## config.mk

```make
export PLATFORM = sky130hd
export DESIGN_NAME = axis_fir_engine
export DESIGN_NICKNAME = d
export VERILOG_FILES = /design/src/rtl/axis_fir_pkg.sv /design/src/rtl/fir_mac_unit.sv /design/src/rtl/axis_fir_engine.sv
export SDC_FILE = /design/constraint.sdc
export NUM_CORES = 2
export LEC_CHECK = 0
export BUFFER_PORTS_ARGS = -buffer_cell sky130_fd_sc_hd__buf_2
export CAP_MARGIN = 20
export CORE_UTILIZATION = 29
export CTS_CLUSTER_DIAMETER = 30
export DETAILED_ROUTE_END_ITERATION = 10
export PLACE_DENSITY = 0.43
export SKIP_CTS_REPAIR_TIMING = 1
export SLEW_MARGIN = 20
export SYNTH_ARGS = -nofsm -noshare
export SYNTH_HDL_FRONTEND = slang
export SYNTH_SLANG_ARGS = --single-unit
```

## constraint.sdc

```tcl
create_clock -name clk -period 28.1 [get_ports clk]
set_clock_uncertainty 0.05 [all_clocks]
set_input_delay 5.62 -clock clk [delete_from_list [all_inputs] [get_ports clk]]
set_output_delay 5.62 -clock clk [all_outputs]
set_load 0.1 [all_outputs]
```

## src/rtl/axis_fir_pkg.sv

```systemverilog
// axis_fir_pkg: shared state type, default sizes and arithmetic helpers
// for the streaming FIR engine (axis_fir_engine / fir_mac_unit).
package axis_fir_pkg;

    typedef enum logic [2:0] {
        IDLE,
        LOAD_COEF,
        WAIT_SMP,
        MAC,
        OUT
    } fir_state_t;

    localparam int NTAP_DEFAULT = 11;
    localparam int DW_DEFAULT   = 32;

    // Accumulator width: a full signed product plus guard bits for NTAP terms.
    function automatic int acc_width(input int ntap, input int dw);
        return 2 * dw + $clog2(ntap);
    endfunction

    // Largest positive dw-bit signed value (dw <= 64), as a 64-bit pattern.
    function automatic logic [63:0] sat_max(input int dw);
        return (64'd1 << (dw - 1)) - 64'd1;
    endfunction

    // Most negative dw-bit signed value, sign-extended to 64 bits.
    function automatic logic [63:0] sat_min(input int dw);
        return ~sat_max(dw);
    endfunction

endpackage

```

## src/rtl/fir_mac_unit.sv

```systemverilog
// fir_mac_unit: registered signed multiply-accumulate used serially by the
// FIR engine. 'result' is the DW-bit view of the value being written into
// the accumulator this cycle, so the caller can register the final sum on
// the same edge that adds the last product.
// Build option: AXIS_FIR_SAT_EN clamps 'result' to the signed DW-bit range
// instead of wrapping.
module fir_mac_unit
    import axis_fir_pkg::*;
#(
    parameter int NTAP = NTAP_DEFAULT,
    parameter int DW   = DW_DEFAULT
) (
    input  logic                 clk,
    input  logic                 rst_n,
    input  logic                 clear,
    input  logic                 en,
    input  logic signed [DW-1:0] coef,
    input  logic signed [DW-1:0] sample,
    output logic        [DW-1:0] result
);

    localparam int AW = acc_width(NTAP, DW);

    logic signed [AW-1:0]   acc;
    logic signed [2*DW-1:0] prod;
    logic        [AW-1:0]   sum;

    assign prod = (2*DW)'(coef) * (2*DW)'(sample);
    assign sum  = (clear ? '0 : acc) + {{(AW-2*DW){prod[2*DW-1]}}, prod};

    // Accumulate one product per enabled cycle; 'clear' restarts from this product.
    always_ff @(posedge clk) begin
        if (!rst_n) begin
            acc <= '0;
        end else if (en) begin
            acc <= sum;
        end
    end

`ifdef AXIS_FIR_SAT_EN
    localparam logic [DW-1:0] SAT_HI = DW'(sat_max(DW));
    localparam logic [DW-1:0] SAT_LO = DW'(sat_min(DW));

    logic ovf;

    // The sum fits DW bits only if every bit above the result sign bit matches it.
    assign ovf = (sum[AW-1:DW-1] != {(AW-DW+1){sum[DW-1]}});

    // Clamp toward the sign of the full-precision sum when it does not fit.
    always_comb begin
        result = sum[DW-1:0];
        if (ovf) begin
            result = sum[AW-1] ? SAT_LO : SAT_HI;
        end
    end
`else
    assign result = sum[DW-1:0];
`endif

endmodule

```

## src/rtl/axis_fir_engine.sv

```systemverilog
// axis_fir_engine: frame-based streaming FIR. A frame is NTAP coefficient
// beats followed by samples up to tlast; each sample yields one result,
// computed serially on one shared MAC over NTAP cycles.
// Build option: AXIS_FIR_SAT_EN (passed through to fir_mac_unit) saturates
// results instead of wrapping them.
module axis_fir_engine
    import axis_fir_pkg::*;
#(
    parameter int NTAP = NTAP_DEFAULT,
    parameter int DW   = DW_DEFAULT
) (
    input  logic          clk,
    input  logic          rst_n,
    input  logic          ss_tvalid,
    input  logic [DW-1:0] ss_tdata,
    input  logic          ss_tlast,
    output logic          ss_tready,
    output logic          sm_tvalid,
    output logic [DW-1:0] sm_tdata,
    output logic          sm_tlast,
    input  logic          sm_tready,
    input  logic          ap_start,
    output logic          ap_idle,
    output logic          ap_done,
    output logic          err
);

    localparam int             IW       = $clog2(NTAP);
    localparam logic [IW-1:0]  LAST_IDX = IW'(NTAP - 1);

    fir_state_t           state, state_next;
    logic signed [DW-1:0] coef [NTAP];
    logic signed [DW-1:0] x    [NTAP];
    logic [IW-1:0]        idx;
    logic                 idx_last;
    logic                 last_smp;
    logic [DW-1:0]        out_data;
    logic [DW-1:0]        mac_result;
    logic                 done_next;

    assign idx_last = (idx == LAST_IDX);
    assign sm_tdata = out_data;
    assign sm_tlast = sm_tvalid && last_smp;

    // State register.
    always_ff @(posedge clk) begin
        if (!rst_n) begin
            state <= IDLE;
        end else begin
            state <= state_next;
        end
    end

    // Next-state logic, stream handshakes, idle flag and frame-end detection.
    always_comb begin
        state_next = state;
        ss_tready  = 1'b0;
        sm_tvalid  = 1'b0;
        ap_idle    = 1'b0;
        done_next  = 1'b0;
        case (state)
            IDLE: begin
                ap_idle = 1'b1;
                if (ap_start) begin
                    state_next = LOAD_COEF;
                end
            end
            LOAD_COEF: begin
                ss_tready = 1'b1;
                if (ss_tvalid) begin
                    if (ss_tlast) begin
                        state_next = IDLE;
                        done_next  = 1'b1;
                    end else if (idx_last) begin
                        state_next = WAIT_SMP;
                    end
                end
            end
            WAIT_SMP: begin
                ss_tready = 1'b1;
                if (ss_tvalid) begin
                    state_next = MAC;
                end
            end
            MAC: begin
                if (idx_last) begin
                    state_next = OUT;
                end
            end
            OUT: begin
                sm_tvalid = 1'b1;
                if (sm_tready) begin
                    if (last_smp) begin
                        state_next = IDLE;
                        done_next  = 1'b1;
                    end else begin
                        state_next = WAIT_SMP;
                    end
                end
            end
            default: state_next = IDLE;
        endcase
    end

    // Coefficient/sample registers, tap counter, result register and status flags.
    always_ff @(posedge clk) begin
        if (!rst_n) begin
            for (int i = 0; i < NTAP; i++) begin
                coef[i] <= '0;
                x[i]    <= '0;
            end
            idx      <= '0;
            last_smp <= 1'b0;
            out_data <= '0;
            ap_done  <= 1'b0;
            err      <= 1'b0;
        end else begin
            ap_done <= done_next;
            case (state)
                IDLE: begin
                    if (ap_start) begin
                        for (int i = 0; i < NTAP; i++) begin
                            x[i] <= '0;
                        end
                        idx <= '0;
                        err <= 1'b0;
                    end
                end
                LOAD_COEF: begin
                    if (ss_tvalid) begin
                        coef[idx] <= ss_tdata;
                        if (ss_tlast) begin
                            err <= 1'b1;
                        end
                        idx <= (idx_last || ss_tlast) ? '0 : idx + 1'b1;
                    end
                end
                WAIT_SMP: begin
                    if (ss_tvalid) begin
                        x[0] <= ss_tdata;
                        for (int i = 1; i < NTAP; i++) begin
                            x[i] <= x[i-1];
                        end
                        last_smp <= ss_tlast;
                        idx      <= '0;
                    end
                end
                MAC: begin
                    idx <= idx_last ? '0 : idx + 1'b1;
                    if (idx_last) begin
                        out_data <= mac_result;
                    end
                end
                default: ;
            endcase
        end
    end

    fir_mac_unit #(
        .NTAP (NTAP),
        .DW   (DW)
    ) u_mac (
        .clk    (clk),
        .rst_n  (rst_n),
        .clear  ((state == MAC) && (idx == '0)),
        .en     (state == MAC),
        .coef   (coef[idx]),
        .sample (x[idx]),
        .result (mac_result)
    );

endmodule

```

Word-level counts from Yosys, hierarchy flattened. Memory sizes are Yosys's and may differ from the RTL's. A register that Yosys moved wholly into a read port is not among the register bits. Index checks and enable logic that the tools add are counted.

$add $sub $neg: 2. $mul: 1. Eq/ne operators: 12. Mux-type cells: 69. Bitwise logic cells: 22. Reductions and logical operators: 14.

Operators by type and width (number): 2-to-1 mux 32 bit (23); adder 68 bit (1); 2-to-1 mux 68 bit (1); multiplier 32 x 32 -> 64 bit (1); 2-to-1 mux 4 bit (10); OR reduction 32 bit (1); 2-to-1 mux 1 bit (23); bitwise OR 1 bit (22); 2-to-1 mux 3 bit (7); case mux 4 bit (4 select lines) (1); case mux 3 bit (5 select lines) (1); != test 2 bit, second input constant (6); AND reduction 4 bit (2); equality test 3 x 2 -> 1 bit, second input constant (2); AND reduction 6 bit (1); adder 4 x 1 -> 4 bit, second input constant (1); equality test 4 bit, second input constant (1); zero test 4 bit (1); case mux 1 bit (2 select lines) (2); AND reduction 2 bit (2); nonzero test 4 bit (1); equality test 3 x 1 -> 1 bit, second input constant (1); equality test 3 bit, second input constant (1); zero test 3 bit (1); other kinds (6) (7).

Register bits: 110. Memory bits (writable): 704. Input bits: 38. Output and inout bits: 38. Memories kept: 2.

Memory list: coef (depth 11, width 32, rd ports 1, clocked after Yosys merged registers in 1, write ports 11, line axis_fir_engine.sv:32) `logic signed [DW-1:0] coef [NTAP];`; x (depth 11, width 32, rd ports 11, clocked after Yosys merged registers in 1, write ports 11, line axis_fir_engine.sv:33) `logic signed [DW-1:0] x [NTAP];`.

Depth between registers and ports, before layout.
Depth in word-level cells: 7. Mapped depth: 50. Mapped depth without buffers: 43.

Cells and area by module. Synthesis repeated with hierarchy kept, for this count alone.

Cells, all modules: 4552. Area total of the unflattened synthesis: 57844.2 um^2.

Modules (own cells, without submodules): axis_fir_engine (instances 1, cells each 2409, area an instance 38806.0 um^2); fir_mac_unit (instances 1, cells each 2143, area an instance 19038.3 um^2).

Least setup slack after synthesis. No wires, ideal clock.

Path type: input port to flip-flop. Start: in ss_tvalid. End: mem x[0][0] (netlist bit) (enable). Arrival: 27989 ps. Data required time: 26605 ps. Setup slack: -1384 ps. Stages on the path: 2. Path buffers: 0. Cells stage by stage: mux2i_1 > o21ai_0.

RTL lines: start, declared (line axis_fir_engine.sv:14) `input logic ss_tvalid,`; end, declared (line axis_fir_engine.sv:33).

==> flow_summary.toml <==
[clock_tree]
cts_tree = "built"
clkSinkCount = 942
root_buffer = "clkbuf_16"
clk_pin_slew_ns = 0.04
cts_buffers = 275
h-tree-depth = 5
clock_latency_ns = 0.89
cts_max_path_buffers = 4

[grt]
grt_pass1_vias = 39280
grt_antenna_before_repair = 7
grt_pass1_wl_um = 269000
gr-total-overflow = 0
grt_max_degree = 231
gr-usage-all-layers_pct = 18.5

[power]
switching_share_pct = 38.7
p_per_area_nw_per_um2 = 125
p_int_mw = 5.40
total_power_mw = 8.81
p_comb_share_pct = 46.9
pwr-share-clk_pct = 34.8
vdd_ir_drop_max_v = 0.000225
p_leak_nw = 28.6
seq_power_share_pct = 18.3
p_sw_mw = 3.41

[routing]
drt-initial-drc-count = 2989
route.detailed.drc = 0
viasPerCell = 4.76
first_pass_iters = 5
ant_nets = 0
dr_total_vias = 37189
drt-wirelength-per-cell_um = 23.6
wirelength_um = 184000

[synthesis]
avgSynthCellArea_um2 = 12.1
ys.flop_type = "edfxtp_1"
synth.area.top_cells = "edfxtp_1, fa_1, mux4_2"
ys_ff_latch = 942
ys_types = 72
synthTopCellsByCount = "edfxtp_1, inv_1, nor2_1"
synth-edff-count = 832
yosysMostFrequentCell = "edfxtp_1"
synth.top_cell.area_share_pct = 43.3
synth_largest_area_cell = "edfxtp_1"
seq_area_frac_synth_pct = 47.1
synth.net_count = 5410
synth_area_um2 = 57700
yosysWarnings = 0
syn_inst = 4777
async_flop_share_pct = 0

[worst_setup_path]
max_stage_delay_ns = 0.78
critPathTopFamily = "adder cells"
required_ns = 28.78
slowest_stage = "o31a_1"
cp-end-kind = "flip-flop"
timing.critical_path.buf_inv = 6
critPathMostFrequentCell = "a21oi_1"
rr_worst_depth = 41
r2r-end = "sm_tdata[31]"
path_class = "flip-flop to flip-flop"
cp_data_arrival_time_ns = 12.81
r2r_slack_ns = 15.97
critPathLaunchType = "flip-flop"
cp_max_fo = 77

[layout]
final_area_um2 = 70300
fillers = 19490
area_delta_synth_final_pct = 21.8
drive_gt1_share_pct = 16.6
fin_nets = 5601
layout.cells.non_filler = 7812
multi_input_area_um2 = 27300
regArea_um2 = 27200

[die]
std_cell_rows = 163
chipWidth_um = 448
die_area_um2 = 201000
die_h_um = 448
core-area_um2 = 197000
start_util_pct = 29.2
io-pin-count = 76

[timing]
finalCriticalPeriod_ns = 12.13
worst_pin_slew_ns = 1.13
fin_crit_sh_pct = 43.2
finalMaxSlewViolations = 0
final.setup.tns_ns = 0
rsz0062_at_grt = "false"
slew_headroom_pct = 23.0
hold_viol = 0
hold_ws_ns = 0.397
finalSetupViolCount = 0
fmax_mhz = 82.5

[placement]
gp_congestion = 0.831
dpl_cell_area_um2 = 61100
dp_hpwl_um = 116000
portBuffers = 75
dp_cells = 7330

[hold_path]
hold_path_end = "u_mac.acc[6]"
hold_start = "u_mac.acc[6]"
hold_depth = 2
hold_path_class = "flip-flop to flip-flop"

[outcome]
status = "complete, no violations"

[job]
drv_cap = 0
-- metal layers --
layer / vias to the layer above / share of wire (%) / GRT usage [%]
li1: 16479 / - / -
met1: 19392 / 44 / 24.3
met2: 1029 / 48 / 30.8
met3: 283 / 4.9 / 3.31
met4: 6 / 2.8 / 5.94
met5: - / 0.019 / 0
-- power groups by stage --
stage / Sequential [mW] / Clock, mW / Combinational, mW
2_1_floorplan: 1.64 / 0 / 2.95
3_3_place_gp: 1.64 / 0 / 4.20
3_5_place_dp: 1.64 / 0 / 4.16
4_1_cts: 1.62 / 3.12 / 4.19
5_1_grt: 1.62 / 3.20 / 4.58
6_report: 1.62 / 3.07 / 4.13
-- how the worst max path moves through the flow --
stage          startpoint            end  slack [ns]  cells past startpoint
3_3_place_gp    flip-flop   sm_tdata[31]       15.86                     41
2_1_floorplan   ss_tvalid        x[0][0]        7.26                      2
3_5_place_dp    flip-flop   sm_tdata[31]       15.94                     41
5_1_grt         flip-flop  u_mac.acc[31]       15.19                     41
4_1_cts         flip-flop   sm_tdata[31]       15.93                     41
6_report        flip-flop   sm_tdata[31]       15.97                     41
-- logic make-up (layout without fill, tap and decap cells) --
kind of cell	Yosys count	in the layout	share of synthesized area [%]
compound gates	381	381	4.25
xor+xnor	119	119	1.87
fa+ha+maj	595	595	18.2
buf+inv	831	1223	5.96
flops	942	942	47.1
mux	269	269	9.22
other cells	0	3	0
simple gates	1640	1640	13.4
-- flip-flops by register name, summed over array words and instances, names as in the netlist, named ones only --
signal     count
ap_done        1
coef         512
err            1
idx            4
last_smp       1
sm_tdata      32
state          3
u_mac.acc     32
x            352
-- worst min-delay path, cell delays in order (launching register included) --
cell and delay, ns:
dfxtp_1 0.30, nand2_1 0.05, a21oi_1 0.05
-- stage by stage --
step | worst slack, ns | util, %
2_1_floorplan | 7.26 | -
3_3_place_gp | 15.86 | 31.0
3_5_place_dp | 15.94 | 31.0
4_1_cts | 15.93 | 35.6
5_1_grt | 15.19 | 35.6
6_report | 15.97 | 35.6
-- cells in the final DEF, fill, tap and decap left out, drive strengths merged, types with 9 or more instances in the layout --
master	n
ha	186
a21o	36
a21oi	156
o21a	15
a211oi	18
a22oi	22
buf	166
edfxtp	832
nand2b	40
nor2b	39
clkinv	88
inv	583
bufinv	40
mux2i	35
mux2	28
and3	38
nand2	438
nor2	569
nand3	19
o31ai	10
and2	468
dfxtp	110
mux4	206
a221oi	9
xnor2	86
clkbuf	340
xor2	32
nor3	10
o21ai	64
fa	409
-- area by class of cell --
| class | instances | area share (%) |
|---|---|---|
| Inverter | 579 | 3.10 |
| Antenna cell | 3 | 0.0107 |
| Multi-Input combinational cell | 3004 | 38.9 |
| Clock inverter | 138 | 2.40 |
| Sequential cell | 942 | 38.7 |
| Clock buffer | 340 | 10.6 |
| Timing Repair Buffer | 166 | 1.61 |
| Tap cell | 2640 | 4.70 |
(Power assumes the default switching activity.)
